### src/rtl/conv1d_sram_pkg.sv
// Shared SRAM port types and helpers for the conv1d accelerator.
// Default-width request/response structs; width-generic variants live in the modules.
package conv1d_sram_pkg;

  localparam int unsigned SRAM_DATA_W = 32;
  localparam int unsigned SRAM_ADDR_W = 32;

  typedef struct packed {
    logic                     req;
    logic                     we;
    logic [SRAM_DATA_W/8-1:0] be;
    logic [SRAM_ADDR_W-1:0]   addr;
    logic [SRAM_DATA_W-1:0]   wdata;
  } sram_req_t;

  typedef struct packed {
    logic                   rvalid;
    logic [SRAM_DATA_W-1:0] rdata;
  } sram_rsp_t;

  // Index width that stays at least one bit wide for a single channel.
  function automatic int unsigned clog2_min1(input int unsigned n);
    return (n > 1) ? $clog2(n) : 1;
  endfunction

endpackage

### src/rtl/conv1d_rr_arbiter.sv
// NumCh-wide round-robin arbiter: one-hot grant, winner index, pointer register.
// With CONV1D_SRAM_ARB_PRIO_EN defined, channel 0 has strict priority over the rotating rest.
module conv1d_rr_arbiter
  import conv1d_sram_pkg::*;
#(
  parameter int unsigned NumCh = 3,
  parameter int unsigned IdxW  = clog2_min1(NumCh)
) (
  input  logic             clk_i,
  input  logic             rst_ni,
  input  logic [NumCh-1:0] req_i,
  output logic [NumCh-1:0] gnt_o,
  output logic [IdxW-1:0]  idx_o
);

`ifdef CONV1D_SRAM_ARB_PRIO_EN
  localparam bit PrioEn = 1'b1;
`else
  localparam bit PrioEn = 1'b0;
`endif

  logic [IdxW-1:0] ptr_q, ptr_d;
  logic [IdxW-1:0] cand;
  logic            found;
  int unsigned     sum;

  always_comb begin
    gnt_o = '0;
    idx_o = '0;
    found = 1'b0;
    cand  = '0;
    sum   = 0;
    if (PrioEn && req_i[0]) begin
      gnt_o[0] = 1'b1;
      found    = 1'b1;
    end
    for (int unsigned i = 0; i < NumCh; i++) begin
      sum = 32'(ptr_q) + i;
      if (sum >= NumCh) sum = sum - NumCh;
      cand = IdxW'(sum);
      // In priority mode channel 0 is handled above and never part of the rotation.
      if (!found && req_i[cand] && !(PrioEn && (cand == '0))) begin
        gnt_o[cand] = 1'b1;
        idx_o       = cand;
        found       = 1'b1;
      end
    end
  end

  always_comb begin
    ptr_d = ptr_q;
    if (found && !(PrioEn && (idx_o == '0))) begin
      ptr_d = (32'(idx_o) == NumCh - 1) ? '0 : idx_o + 1'b1;
    end
  end

  always_ff @(posedge clk_i or negedge rst_ni) begin
    if (!rst_ni) ptr_q <= '0;
    else         ptr_q <= ptr_d;
  end

endmodule

### src/rtl/conv1d_sram_arb.sv
// N-channel round-robin arbiter onto one fixed-latency SRAM port with response routing.
// Optional CONV1D_SRAM_ARB_PRIO_EN gives channel 0 strict priority (see conv1d_rr_arbiter).
module conv1d_sram_arb
  import conv1d_sram_pkg::*;
#(
  parameter int unsigned NumCh     = 3,
  parameter int unsigned DataWidth = 32,
  parameter int unsigned AddrWidth = 32,
  parameter int unsigned RdLatency = 1
) (
  input  logic                             clk_i,
  input  logic                             rst_ni,
  input  logic [NumCh-1:0]                 ch_req_i,
  input  logic [NumCh-1:0]                 ch_we_i,
  input  logic [NumCh*(DataWidth/8)-1:0]   ch_be_i,
  input  logic [NumCh*AddrWidth-1:0]       ch_addr_i,
  input  logic [NumCh*DataWidth-1:0]       ch_wdata_i,
  output logic [NumCh-1:0]                 ch_gnt_o,
  output logic [NumCh-1:0]                 ch_rvalid_o,
  output logic [DataWidth-1:0]             ch_rdata_o,
  output logic                             sram_req_o,
  output logic                             sram_we_o,
  output logic [DataWidth/8-1:0]           sram_be_o,
  output logic [AddrWidth-1:0]             sram_addr_o,
  output logic [DataWidth-1:0]             sram_wdata_o,
  input  logic [DataWidth-1:0]             sram_rdata_i
);

  localparam int unsigned BeW  = DataWidth / 8;
  localparam int unsigned IdxW = clog2_min1(NumCh);

  typedef struct packed {
    logic                 we;
    logic [BeW-1:0]       be;
    logic [AddrWidth-1:0] addr;
    logic [DataWidth-1:0] wdata;
  } ch_req_t;

  typedef struct packed {
    logic            valid;
    logic            we;
    logic [IdxW-1:0] id;
  } rsp_tag_t;

  logic [NumCh-1:0] arb_gnt;
  logic [IdxW-1:0]  win_idx;
  ch_req_t          ch_req [NumCh];
  ch_req_t          win_req;
  rsp_tag_t         pipe_d;
  rsp_tag_t         pipe_q [RdLatency];
  rsp_tag_t         tail;

  conv1d_rr_arbiter #(
    .NumCh (NumCh),
    .IdxW  (IdxW)
  ) u_arb (
    .clk_i  (clk_i),
    .rst_ni (rst_ni),
    .req_i  (ch_req_i),
    .gnt_o  (arb_gnt),
    .idx_o  (win_idx)
  );

  for (genvar k = 0; k < NumCh; k++) begin : g_ch
    assign ch_req[k].we    = ch_we_i[k];
    assign ch_req[k].be    = ch_be_i[k*BeW +: BeW];
    assign ch_req[k].addr  = ch_addr_i[k*AddrWidth +: AddrWidth];
    assign ch_req[k].wdata = ch_wdata_i[k*DataWidth +: DataWidth];
    assign ch_rvalid_o[k]  = tail.valid && (tail.id == IdxW'(k));
  end

  // Grants are masked while reset is asserted so nothing reaches the SRAM.
  assign ch_gnt_o   = arb_gnt & {NumCh{rst_ni}};
  assign sram_req_o = |ch_gnt_o;
  assign win_req    = sram_req_o ? ch_req[win_idx] : '0;

  assign sram_we_o    = win_req.we;
  assign sram_be_o    = win_req.be;
  assign sram_addr_o  = win_req.addr;
  assign sram_wdata_o = win_req.wdata;

  assign pipe_d.valid = sram_req_o;
  assign pipe_d.we    = win_req.we;
  assign pipe_d.id    = win_idx;

  always_ff @(posedge clk_i or negedge rst_ni) begin
    if (!rst_ni) begin
      for (int i = 0; i < RdLatency; i++) pipe_q[i] <= '0;
    end else begin
      pipe_q[0] <= pipe_d;
      for (int i = 1; i < RdLatency; i++) pipe_q[i] <= pipe_q[i-1];
    end
  end

  assign tail       = pipe_q[RdLatency-1];
  assign ch_rdata_o = (tail.valid && !tail.we) ? sram_rdata_i : '0;

endmodule

### config.mk
export PLATFORM = sky130hd
export DESIGN_NAME = conv1d_sram_arb
export DESIGN_NICKNAME = d
export VERILOG_FILES = /design/src/rtl/conv1d_sram_pkg.sv /design/src/rtl/conv1d_rr_arbiter.sv /design/src/rtl/conv1d_sram_arb.sv
export SDC_FILE = /design/constraint.sdc
export NUM_CORES = 1
export LEC_CHECK = 0
export ABC_AREA = 1
export ABC_CLOCK_PERIOD_IN_PS = 3550
export BUFFER_PORTS_ARGS = -buffer_cell sky130_fd_sc_hd__buf_2
export CAP_MARGIN = 0
export CORE_AREA = 2 2 137 139
export DETAILED_ROUTE_END_ITERATION = 16
export DIE_AREA = 0 0 139 141
export SLEW_MARGIN = 0
export SYNTH_ARGS = -nofsm -noshare
export SYNTH_HDL_FRONTEND = slang
export SYNTH_SLANG_ARGS = --single-unit
### constraint.sdc
create_clock -name clk_i -period 3.55 [get_ports clk_i]
set_clock_uncertainty 0.15 [all_clocks]
set_input_delay 0.1775 -clock clk_i [delete_from_list [all_inputs] [get_ports clk_i]]
set_output_delay 0.1775 -clock clk_i [all_outputs]
set_load 0.1 [all_outputs]
# Yosys cells after proc, flatten, opt, wreduce, memory -nomap -nowiden
# Index checks and enable logic that the tools add are counted.
classes:
  n_addsub: 6
  n_lt_le_gt_ge: 10
  eq_ne: 3
  muxes: 30
  n_bitwise: 4
  n_reduce_logical: 14
op_table:
  columns: ["op", "n"]
  rows:
  - ["two-way mux 69 bit", 3]
  - ["binary-select mux 69 bit (select 2 bit)", 1]
  - ["two-way mux 32 bit", 1]
  - ["two-way mux 2 bit", 7]
  - ["logical AND 1 bit", 9]
  - ["less-than comparator 2 x 3 -> 1 bit (second input constant)", 3]
  - ["two-way mux 1 bit", 9]
  - ["two-way mux 3 bit", 3]
  - ["binary-select mux 1 bit (select 2 bit)", 3]
  - ["demux 1 bit (select 2 bit)", 3]
  - [">= comparator 2 x 1 -> 1 bit (second input constant)", 3]
  - [">= comparator 3 x 2 -> 1 bit (second input constant)", 2]
  - ["bitwise OR 3 bit", 2]
  - ["subtractor 2 bit (second input constant)", 3]
  - ["equality test 2 bit (second input constant)", 2]
  - ["adder 2 x 1 -> 3 bit (second input constant)", 1]
  - ["adder 2 x 2 -> 3 bit (second input constant)", 1]
  - ["AND 3 bit", 1]
  - [">= comparator 3 bit (second input constant)", 1]
  - ["logical NOT 1 bit", 3]
  - ["NOT 2 -> 3 bit", 1]
  - ["OR reduction 3 bit", 1]
  - ["adder 2 x 1 -> 2 bit (second input constant)", 1]
  - ["equality test 2 x 1 -> 1 bit (second input constant)", 1]
  - ["2 further kinds", 2]
word_totals:
  reg_bits: 6
  in_bits: 244
  word_cells: 71

# Logic depth before layout (Yosys ltp)
# Gate-level depths: netlist (run 1).
logic_depth:
  depth_word: 16
  mapped_depth: 17

# Cells and area by module
# From an unflattened synthesis (run 1), not the netlist that was laid out.
hier_totals:
  hier_cells: 673
  hier_area_um2: 3088.0
by_module_without_submodules:
  columns: ["mod", "instances", "cells_per_inst", "area_per_inst_um2", "seq_area_each_um2"]
  rows:
  - ["conv1d_sram_arb", 1, 609, 2682.6, 100.1]
  - ["conv1d_rr_arbiter", 1, 64, 405.4, 50.0]

# Worst setup path after synthesis (run 1)
# Ideal clock, no wire load.
synth_timing:
  path_type: "reg-to-output"
  start: "reg u_arb.ptr_q[0]"
  end: "out sram_addr_o[27]"
  arrival_time_ns: 2.764
  t_required_ns: 3.222
  setup_slack_ns: 0.458
  stages_incl_launch_ff: 14
  path_buffers: 2
  cell_sequence: "dfrtp_1 > inv_1 > ha_1 > buf_4 > inv_2 > nand3_1 > nand2_1 > nand3_1 > nor2_1 > o21ai_1 > nand3_2 > buf_2 > nand2_1 > inv_1"
synth_via:
  word_cells_on_any_way: 53
synth_rtl:
  columns: ["item", "line_no", "rtl"]
  rows:
  - ["start: declaration", "conv1d_rr_arbiter.sv:22", "logic [IdxW-1:0] ptr_q, ptr_d;"]
  - ["start signal: assignment", "conv1d_rr_arbiter.sv:59", "else ptr_q <= ptr_d;"]
  - ["adder 2 x 1 -> 3 bit (tied with other cells)", "conv1d_rr_arbiter.sv:38", "sum = 32'(ptr_q) + i;"]
  - [">= comparator 3 x 2 -> 1 bit (tied with other cells)", "conv1d_rr_arbiter.sv:39", "if (sum >= NumCh) sum = sum - NumCh;"]
  - ["two-way mux 2 bit (tied with other cells)", "conv1d_rr_arbiter.sv:39", null]
  - ["less-than comparator 2 x 3 -> 1 bit (not written as such) (tied with other cells)", "conv1d_rr_arbiter.sv:43", "gnt_o[cand] = 1'b1;"]
  - ["logical AND 1 bit (not written as such) (tied with other cells)", "conv1d_rr_arbiter.sv:43", null]
  - ["two-way mux 1 bit (not written as such) (tied with other cells)", "conv1d_rr_arbiter.sv:43", null]
  - ["demux 1 bit (select 2 bit) (tied with other cells)", null, null]
  - ["bitwise OR 3 bit (no source line) / two-way mux 1 bit (equally long branches)", null, null]
  - ["two-way mux 3 bit / logical NOT 1 bit (equally long branches)", "conv1d_rr_arbiter.sv:42", "if (!found && req_i[cand] && !(PrioEn && (cand == '0))) begin"]
  - ["bitwise OR 3 bit (no source line) / logical AND 1 bit (equally long branches)", null, null]
  - ["two-way mux 3 bit *", "conv1d_rr_arbiter.sv:42", null]
  - ["AND 3 bit *", "conv1d_sram_arb.sv:73", "assign ch_gnt_o = arb_gnt & {NumCh{rst_ni}};"]
  - ["OR reduction 3 bit *", "conv1d_sram_arb.sv:74", "assign sram_req_o = |ch_gnt_o;"]
  - ["via sram_req_o", "conv1d_sram_arb.sv:21", "output logic sram_req_o,"]
  - ["two-way mux 69 bit *", "conv1d_sram_arb.sv:75", "assign win_req = sram_req_o ? ch_req[win_idx] : '0;"]
  - ["end: declaration", "conv1d_sram_arb.sv:24", "output logic [AddrWidth-1:0] sram_addr_o,"]
# The timed path passes the listed nets; every way through them passes the cells marked *. The select of a mux whose other input is x is not followed.

# Worst setup path after layout (run 1)
layout_timing:
  start: "reg u_arb.ptr_q[0]"
  end: "out sram_addr_o[21]"
layout_via:
  elab_chain_cells: 16
  word_cells_on_any_way: 53
layout_rtl:
  columns: ["item", "line_no"]
  rows:
  - ["branches (longest 15 deep; another with adder 2 x 1 -> 3 bit)", null]
  - ["two-way mux 69 bit *", "conv1d_sram_arb.sv:75"]
# Every way passes the cells marked *. The select of a mux whose other input is x is not followed.

==> impl_summary.log, run 1 <==
[metrics] met3 Track Usage GR: 1.39%
[metrics] global-route met2 utilization: 26.3%
[metrics] most frequent cell after synthesis: nand2_1
[metrics] largest stage delay on the critical path: 0.45 ns
[metrics] number of buffer and inverter stages on the critical path: 6
[metrics] via-per-instance ratio: 4.07
[metrics] Area contributors post-synth: nand2_1 32%, inv_1 25%, nand3_1 21%, dfrtp_1 4.2%, nor2_1 3.8%
[metrics] synth cell count leaders: 301 x nand2_1, 238 x inv_1, 153 x nand3_1, 36 x nor2_1, 23 x buf_2
[metrics] final critical-path required period: 3.33 ns
[metrics] number of standard cells in the final layout excluding fillers: 1376
[metrics] CTS tree: built
[metrics] Setup WS post-layout: 0.216 ns
[metrics] Levels on crit path: 16
[metrics] number of cells on the worst reg-to-reg path: 15
[metrics] most frequent cell on the critical path: nand2_1
[metrics] gpl congestion: 0.882
[metrics] Final Max Slew Viols: 0
[metrics] H-Tree Level Count: 1
[metrics] Initial Util: 19.6%
[metrics] buffers added on ports: 351
[metrics] total routing usage reported by global routing: 14.5%
[metrics] full die area: 19600 µm²
[metrics] number of placed cells counting well taps: 1372
[metrics] Worst-Margin Slew: 0.580 ns
[metrics] multi-input gate area in the final layout: 2210 µm²
[metrics] average detailed-routed wire length per instance: 11.0 µm
[metrics] antenna violations before repair: 0
[metrics] launching instance or port of the critical path: u_arb.ptr_q[0]$_DFFE_PN0P_
[metrics] number of ports placed on the die boundary: 352
[metrics] vias after detailed routing: 5596
[metrics] number of nets with antenna violations after routing: 0
[metrics] cts bufs inserted: 3
[metrics] Synth async-reset ratio: 100%
[metrics] storage element area: 150 µm²
[metrics] Util after Layout: 31.1%
[metrics] synthesis-to-finish area growth: 59.0%
[metrics] minimum setup slack after placement: 0.398 ns
[metrics] ANT cells: 0
[metrics] Post-Syn Instances: 822
[metrics] top cell type by total area after synthesis: nand2_1
[metrics] number of cells on the worst hold path: 5
[metrics] maximum root-to-sink buffer count: 2
[metrics] count of yosys warnings during synthesis: 0
[metrics] syn_nets: 1070
[metrics] timing-limited maximum frequency: 300 MHz
[metrics] Arr. time, crit path: 3.01 ns
[metrics] number of flops mapped to enable cells by yosys: 0
[metrics] cell row count: 50
[metrics] top flip-flop cell by instance count after synthesis: dfrtp_1
[metrics] cell area after placement: 5530 µm²
[metrics] setup bufs post-CTS: 0
[metrics] clk sinks: 6
[metrics] Worst Path Required: 3.22 ns
[metrics] via count of the first global-routing pass: 5148
[metrics] Most Crowded Layer GR: met2
[metrics] layout net count: 1392
[metrics] Filler Cell Count: 2141
[metrics] Setup crit end: sram_addr_o[21]
[metrics] Initial DRC Count: 233
[metrics] DP Wirelength: 11.9 mm
[metrics] Avg Inst Size Synth: 4.35 µm²
[metrics] final instance area: 5680 µm²
[metrics] startpoint-to-endpoint class of the critical path: reg -> out
[metrics] Critical Path, Cell by Cell: inv_1 -> ha_2 -> inv_2 -> nand2_1 -> nand3_1 -> nand2_1 -> nand3_1 -> nand3_1 -> nand2_2 -> inv_4 -> buf_4 -> nand2_1 -> nand2_1 -> nand2_1 -> inv_1 -> buf_2
[metrics] chip width: 139 µm
[metrics] GRT overflow: 0
[metrics] critical-path cell with the highest stage delay: ha_2
[metrics] min-delay worst type: in -> reg
[metrics] Crit Reg-Reg Endpoint: pipe_q[2]$_DFF_PN0_
[metrics] total core area: 18300 µm²
[metrics] CP Launch Type: flop
[metrics] Netlist Area Pre-Place: 3580 µm²
[metrics] clock slew seen by the registers of the worst setup and hold paths: 0.03 ns
[metrics] share of synthesized area occupied by flip-flops and latches: 4.20%
[metrics] outcome: complete, no violations
[metrics] CTS Root Cell: clkbuf_16
[metrics] #FFs+latches synth: 6
[metrics] R2R Setup Slk: 1.06 ns
[metrics] wire length of the first global-routing pass: 24.3 mm
[metrics] number of hold violations in the final report: 0
[metrics] insertion delay of the later-clocked pin in the worst-skew pair: 0.23 ns
[metrics] Pre-antenna DRT Iters: 5
[metrics] ratio of final minimum period to clock period: 93.9%
[metrics] maximum net fanout on the critical path: 18
[metrics] fraction of layout cells with a size suffix above 1: 34.8%
[metrics] number of unique standard cell types used by synthesis: 22
[metrics] Yosys top cell area share: 31.6%
[metrics] y dimension of the die: 141 µm
[metrics] number of max-cap violations: 0
[metrics] final setup violation count: 0
[metrics] pin count of the biggest net entering global routing: 43
[metrics] total wire length after detailed routing: 15.2 mm
[metrics] routing usage on met1: 18.9%
[metrics] launching point of the worst reg2reg path: u_arb.ptr_q[0]$_DFFE_PN0P_
[metrics] sort of element at the end of the critical path: output port
[metrics] family with the most delay on the worst path: buffers and inverters
[metrics] DRC violation count after routing: 0
[metrics] Max transition margin: 61.4%
## worst register-to-register path: cells and delay by family, from the launching register on
kind          cells  cell delay, ns
flops             1            0.37
simple gates      9            0.89
buf+inv           5            0.56
fa+ha+maj         1            0.45
## metrics by stage
stage | setup TNS (ns) | hold slack [ns]
2_1_floorplan | 0 | -0.268
3_3_place_gp | 0 | -0.128
3_5_place_dp | 0 | -0.126
4_1_cts | 0 | 0.121
5_1_grt | -0.0311 | 0.142
6_report | 0 | 0.118
## registers in the layout (all words and copies together), names as in the netlist
name	count
u_arb.ptr_q	2
pipe_q	4
## layout by cell type (no fill, tap or decap), types with 2 or more instances in the layout
master and instances:
nand3_1 153, buf_12 4, clkbuf_16 3, ha_1 2
buf_2 326, dfrtp_1 6, nand2_2 3, buf_4 10
nand2_1 301, inv_1 238, nand3_2 2, clkbuf_4 23
nor3_1 2, o21ai_1 4, inv_2 19, nor2_1 36
ha_2 2
## cell families after synthesis
family	Yosys count	synth area share, %
buffers and inverters	306	34.3
AOI/OAI and AO/OA	7	1.22
adders and majority gates	4	1.40
DFF	6	4.20
and+or+nand+nor	499	58.9
## area by class of cell
cell class / count / share of cell area, %
Sequential cell: 6 / 2.64
Inverter: 258 / 17.1
Multi-Input combinational cell: 510 / 39.0
Timing Repair Buffer: 365 / 34.8
Clock buffer: 3 / 1.32
Tap cell: 234 / 5.15
## layer usage
metal / share of wire (%) / wire [µm]
met5: 0 / 0
met4: 1.1 / 164
met3: 5.9 / 891
met2: 48 / 7350
met1: 45 / 6750
## worst min path at each step
stage                           from             endpoint  slack (ns)
after global routing      ch_we_i[1]  pipe_q[2]$_DFF_PN0_        0.14
after detailed placement      rst_ni  pipe_q[2]$_DFF_PN0_       -0.13
after CTS                 ch_we_i[1]  pipe_q[2]$_DFF_PN0_        0.12
after floorplan               rst_ni  pipe_q[0]$_DFF_PN0_       -0.27
after global placement        rst_ni  pipe_q[1]$_DFF_PN0_       -0.13
final                     ch_we_i[1]  pipe_q[2]$_DFF_PN0_        0.12
## timing repair
item | 4_1_cts | 5_1_grt
resized for setup | 0 | 26
endpoints found under the setup margin | 0 | 50
hold endpoints to repair | 6 | 0
hold buffers | 1 | 0
Power of run 1 is not shown: default switching activity piles up to over one toggle a cycle in this logic, so the estimate is an artifact.
==> run 2: changes to the inputs <==
--- a/config.mk
+++ b/config.mk
@@ -12,6 +12,7 @@
 export CORE_AREA = 2 2 137 139
 export DETAILED_ROUTE_END_ITERATION = 16
 export DIE_AREA = 0 0 139 141
+export RECOVER_POWER = 25
 export SLEW_MARGIN = 0
 export SYNTH_ARGS = -nofsm -noshare
 export SYNTH_HDL_FRONTEND = slang
==> run 2 against run 1 <==
Critical path depth is the same; maximum frequency is essentially flat; design area shrank 0.48%; highest routed layer unchanged.
==> impl_summary.log, run 2 (synthesized netlist as in run 1, its figures left out) <==
[metrics] largest registers ranked by flip-flop count: pipe_q (4), u_arb.ptr_q (2)
[metrics] Initial Util: 19.6%
[metrics] buffers added on ports: 351
[metrics] register containing the most flip-flops in the final layout: pipe_q
[metrics] CTS Root Cell: clkbuf_16
[metrics] outcome: complete, no violations
[metrics] final critical-path required period: 3.33 ns
[metrics] Worst Hold Launch: ch_we_i[1]
[metrics] CTS tree: built
[metrics] total routing usage reported by global routing: 14.5%
[metrics] Hold WS: 0.116 ns
[metrics] Initial DRC Count: 237
[metrics] antenna violations before repair: 0
[metrics] average detailed-routed wire length per instance: 11.0 µm
[metrics] via-per-instance ratio: 4.07
[metrics] most frequent standard cell in the layout excluding fill and tap cells: buf_2
[metrics] minimum setup slack after placement: 0.398 ns
[metrics] fraction of layout cells with a size suffix above 1: 32.8%
[metrics] maximum net fanout on the critical path: 18
[metrics] Max transition margin: 20.6%
[metrics] via count of the first global-routing pass: 5148
[metrics] startpoint-to-endpoint class of the critical path: reg -> out
[metrics] insertion delay of the later-clocked pin in the worst-skew pair: 0.23 ns
[metrics] top library cells by usage in the layout, fill and taps aside: 304 x buf_2, 301 x nand2_1, 238 x inv_1
[metrics] clock slew seen by the registers of the worst setup and hold paths: 0.03 ns
[metrics] vias after detailed routing: 5595
[metrics] number of max-cap violations: 0
[metrics] number of ports placed on the die boundary: 352
[metrics] launching instance or port of the critical path: u_arb.ptr_q[0]$_DFFE_PN0P_
[metrics] Final Max Slew Viols: 0
[metrics] Fin Setup TNS: 0 ns
[metrics] CP Launch Type: flop
[metrics] chip width: 139 µm
[metrics] setup bufs post-CTS: 0
[metrics] GRT overflow: 0
[metrics] cts bufs inserted: 3
[metrics] clk sinks: 6
[metrics] Pre-antenna DRT Iters: 4
[metrics] ANT cells: 0
[metrics] number of hold violations in the final report: 0
[metrics] layout net count: 1392
[metrics] cell row count: 50
[metrics] Worst Path Required: 3.22 ns
[metrics] total wire length after detailed routing: 15.2 mm
[metrics] DRC violation count after routing: 0
[metrics] H-Tree Level Count: 1
[metrics] full die area: 19600 µm²
[metrics] flip-flop count of the largest register, all copies and words added: 4
[metrics] Arr. time, crit path: 3.01 ns
[metrics] Setup WS post-layout: 0.217 ns
[metrics] Worst-Margin Slew: 1.20 ns
[metrics] pin count of the biggest net entering global routing: 43
[metrics] final setup violation count: 0
[metrics] Critical Path, Cell by Cell: inv_1 -> ha_2 -> inv_2 -> nand2_1 -> nand3_1 -> nand2_1 -> nand3_1 -> nand3_1 -> nand2_2 -> inv_4 -> buf_4 -> nand2_1 -> nand2_1 -> nand2_1 -> inv_1 -> buf_2
[metrics] most frequent cell on the critical path: nand2_1
[metrics] timing-limited maximum frequency: 300 MHz
[metrics] ratio of final minimum period to clock period: 93.9%
[metrics] total core area: 18300 µm²
[metrics] y dimension of the die: 141 µm
[metrics] maximum root-to-sink buffer count: 2
[metrics] sort of element at the end of the critical path: output port
[metrics] number of nets with antenna violations after routing: 0
[metrics] Util after Layout: 31.0%
[metrics] critical-path cell with the highest stage delay: ha_2
[metrics] launching point of the worst reg2reg path: u_arb.ptr_q[0]$_DFFE_PN0P_
[metrics] wire length of the first global-routing pass: 24.3 mm
[metrics] Filler Cell Count: 2157
[metrics] largest stage delay on the critical path: 0.45 ns
[metrics] synthesis-to-finish area growth: 58.2%
[metrics] gpl congestion: 0.882
[metrics] min-delay worst type: in -> reg
[metrics] DP Wirelength: 11.9 mm
==> run 2: changes by cell type in the layout (fill, tap and decap cells not counted) <==
cell / before / now
buf_2: 326 / 304
clkbuf_1: 0 / 22
==> run 2: metrics by stage <==
step           area [µm²]  instances
4_1_cts              5620       1376
2_1_floorplan        3580        822
3_3_place_gp         5530       1372
3_5_place_dp         5530       1372
6_report             5660       1376
5_1_grt              5660       1376
==> run 2: final cells by class <==
type | instances | area [µm²] | area share [%]
clock buffer | 3 | 75.1 | 1.33
inverter | 258 | 971 | 17.2
multi-input combinational | 510 | 2210 | 39.2
sequential | 6 | 150 | 2.65
tap | 234 | 293 | 5.18
timing repair buffer | 365 | 1950 | 34.5
==> run 2: worst max-delay path, delay by kind of cell (launching register included) <==
family,cells,cell delay [ns]
DFF,1,0.37
and+or+nand+nor,9,0.86
buffers and inverters,6,1.09
adders and majority gates,1,0.45
==> run 2: metal layers <==
layer / vias to the layer above / global-route usage (%) / wire [µm]
met3: 16 / 1.39 / 863
li1: 2976 / - / -
met1: 2407 / 18.9 / 6810
met2: 196 / 26.3 / 7350
met4: 0 / 2.76 / 178
met5: - / 0 / 0
==> run 2: what timing repair did <==
action	CTS	global route
resized for setup	0	26
hold buffers	1	0
endpoints found under the setup margin	0	50
endpoints found under the hold margin	6	0
==> run 2: worst paths after layout <==
path	to	slack (ns)	depth (start not counted)
min in group asynchronous	pipe_q[2]$_DFF_PN0_	0.26	2
hold / removal	pipe_q[2]$_DFF_PN0_	0.12	5
setup / recovery	sram_addr_o[21]	0.22	16
max in group asynchronous	u_arb.ptr_q[0]$_DFFE_PN0P_	2.71	2
hold reg to reg	u_arb.ptr_q[0]$_DFFE_PN0P_	0.50	2
setup reg to reg	pipe_q[2]$_DFF_PN0_	1.07	15
Power of run 2 is left out for the same reason.
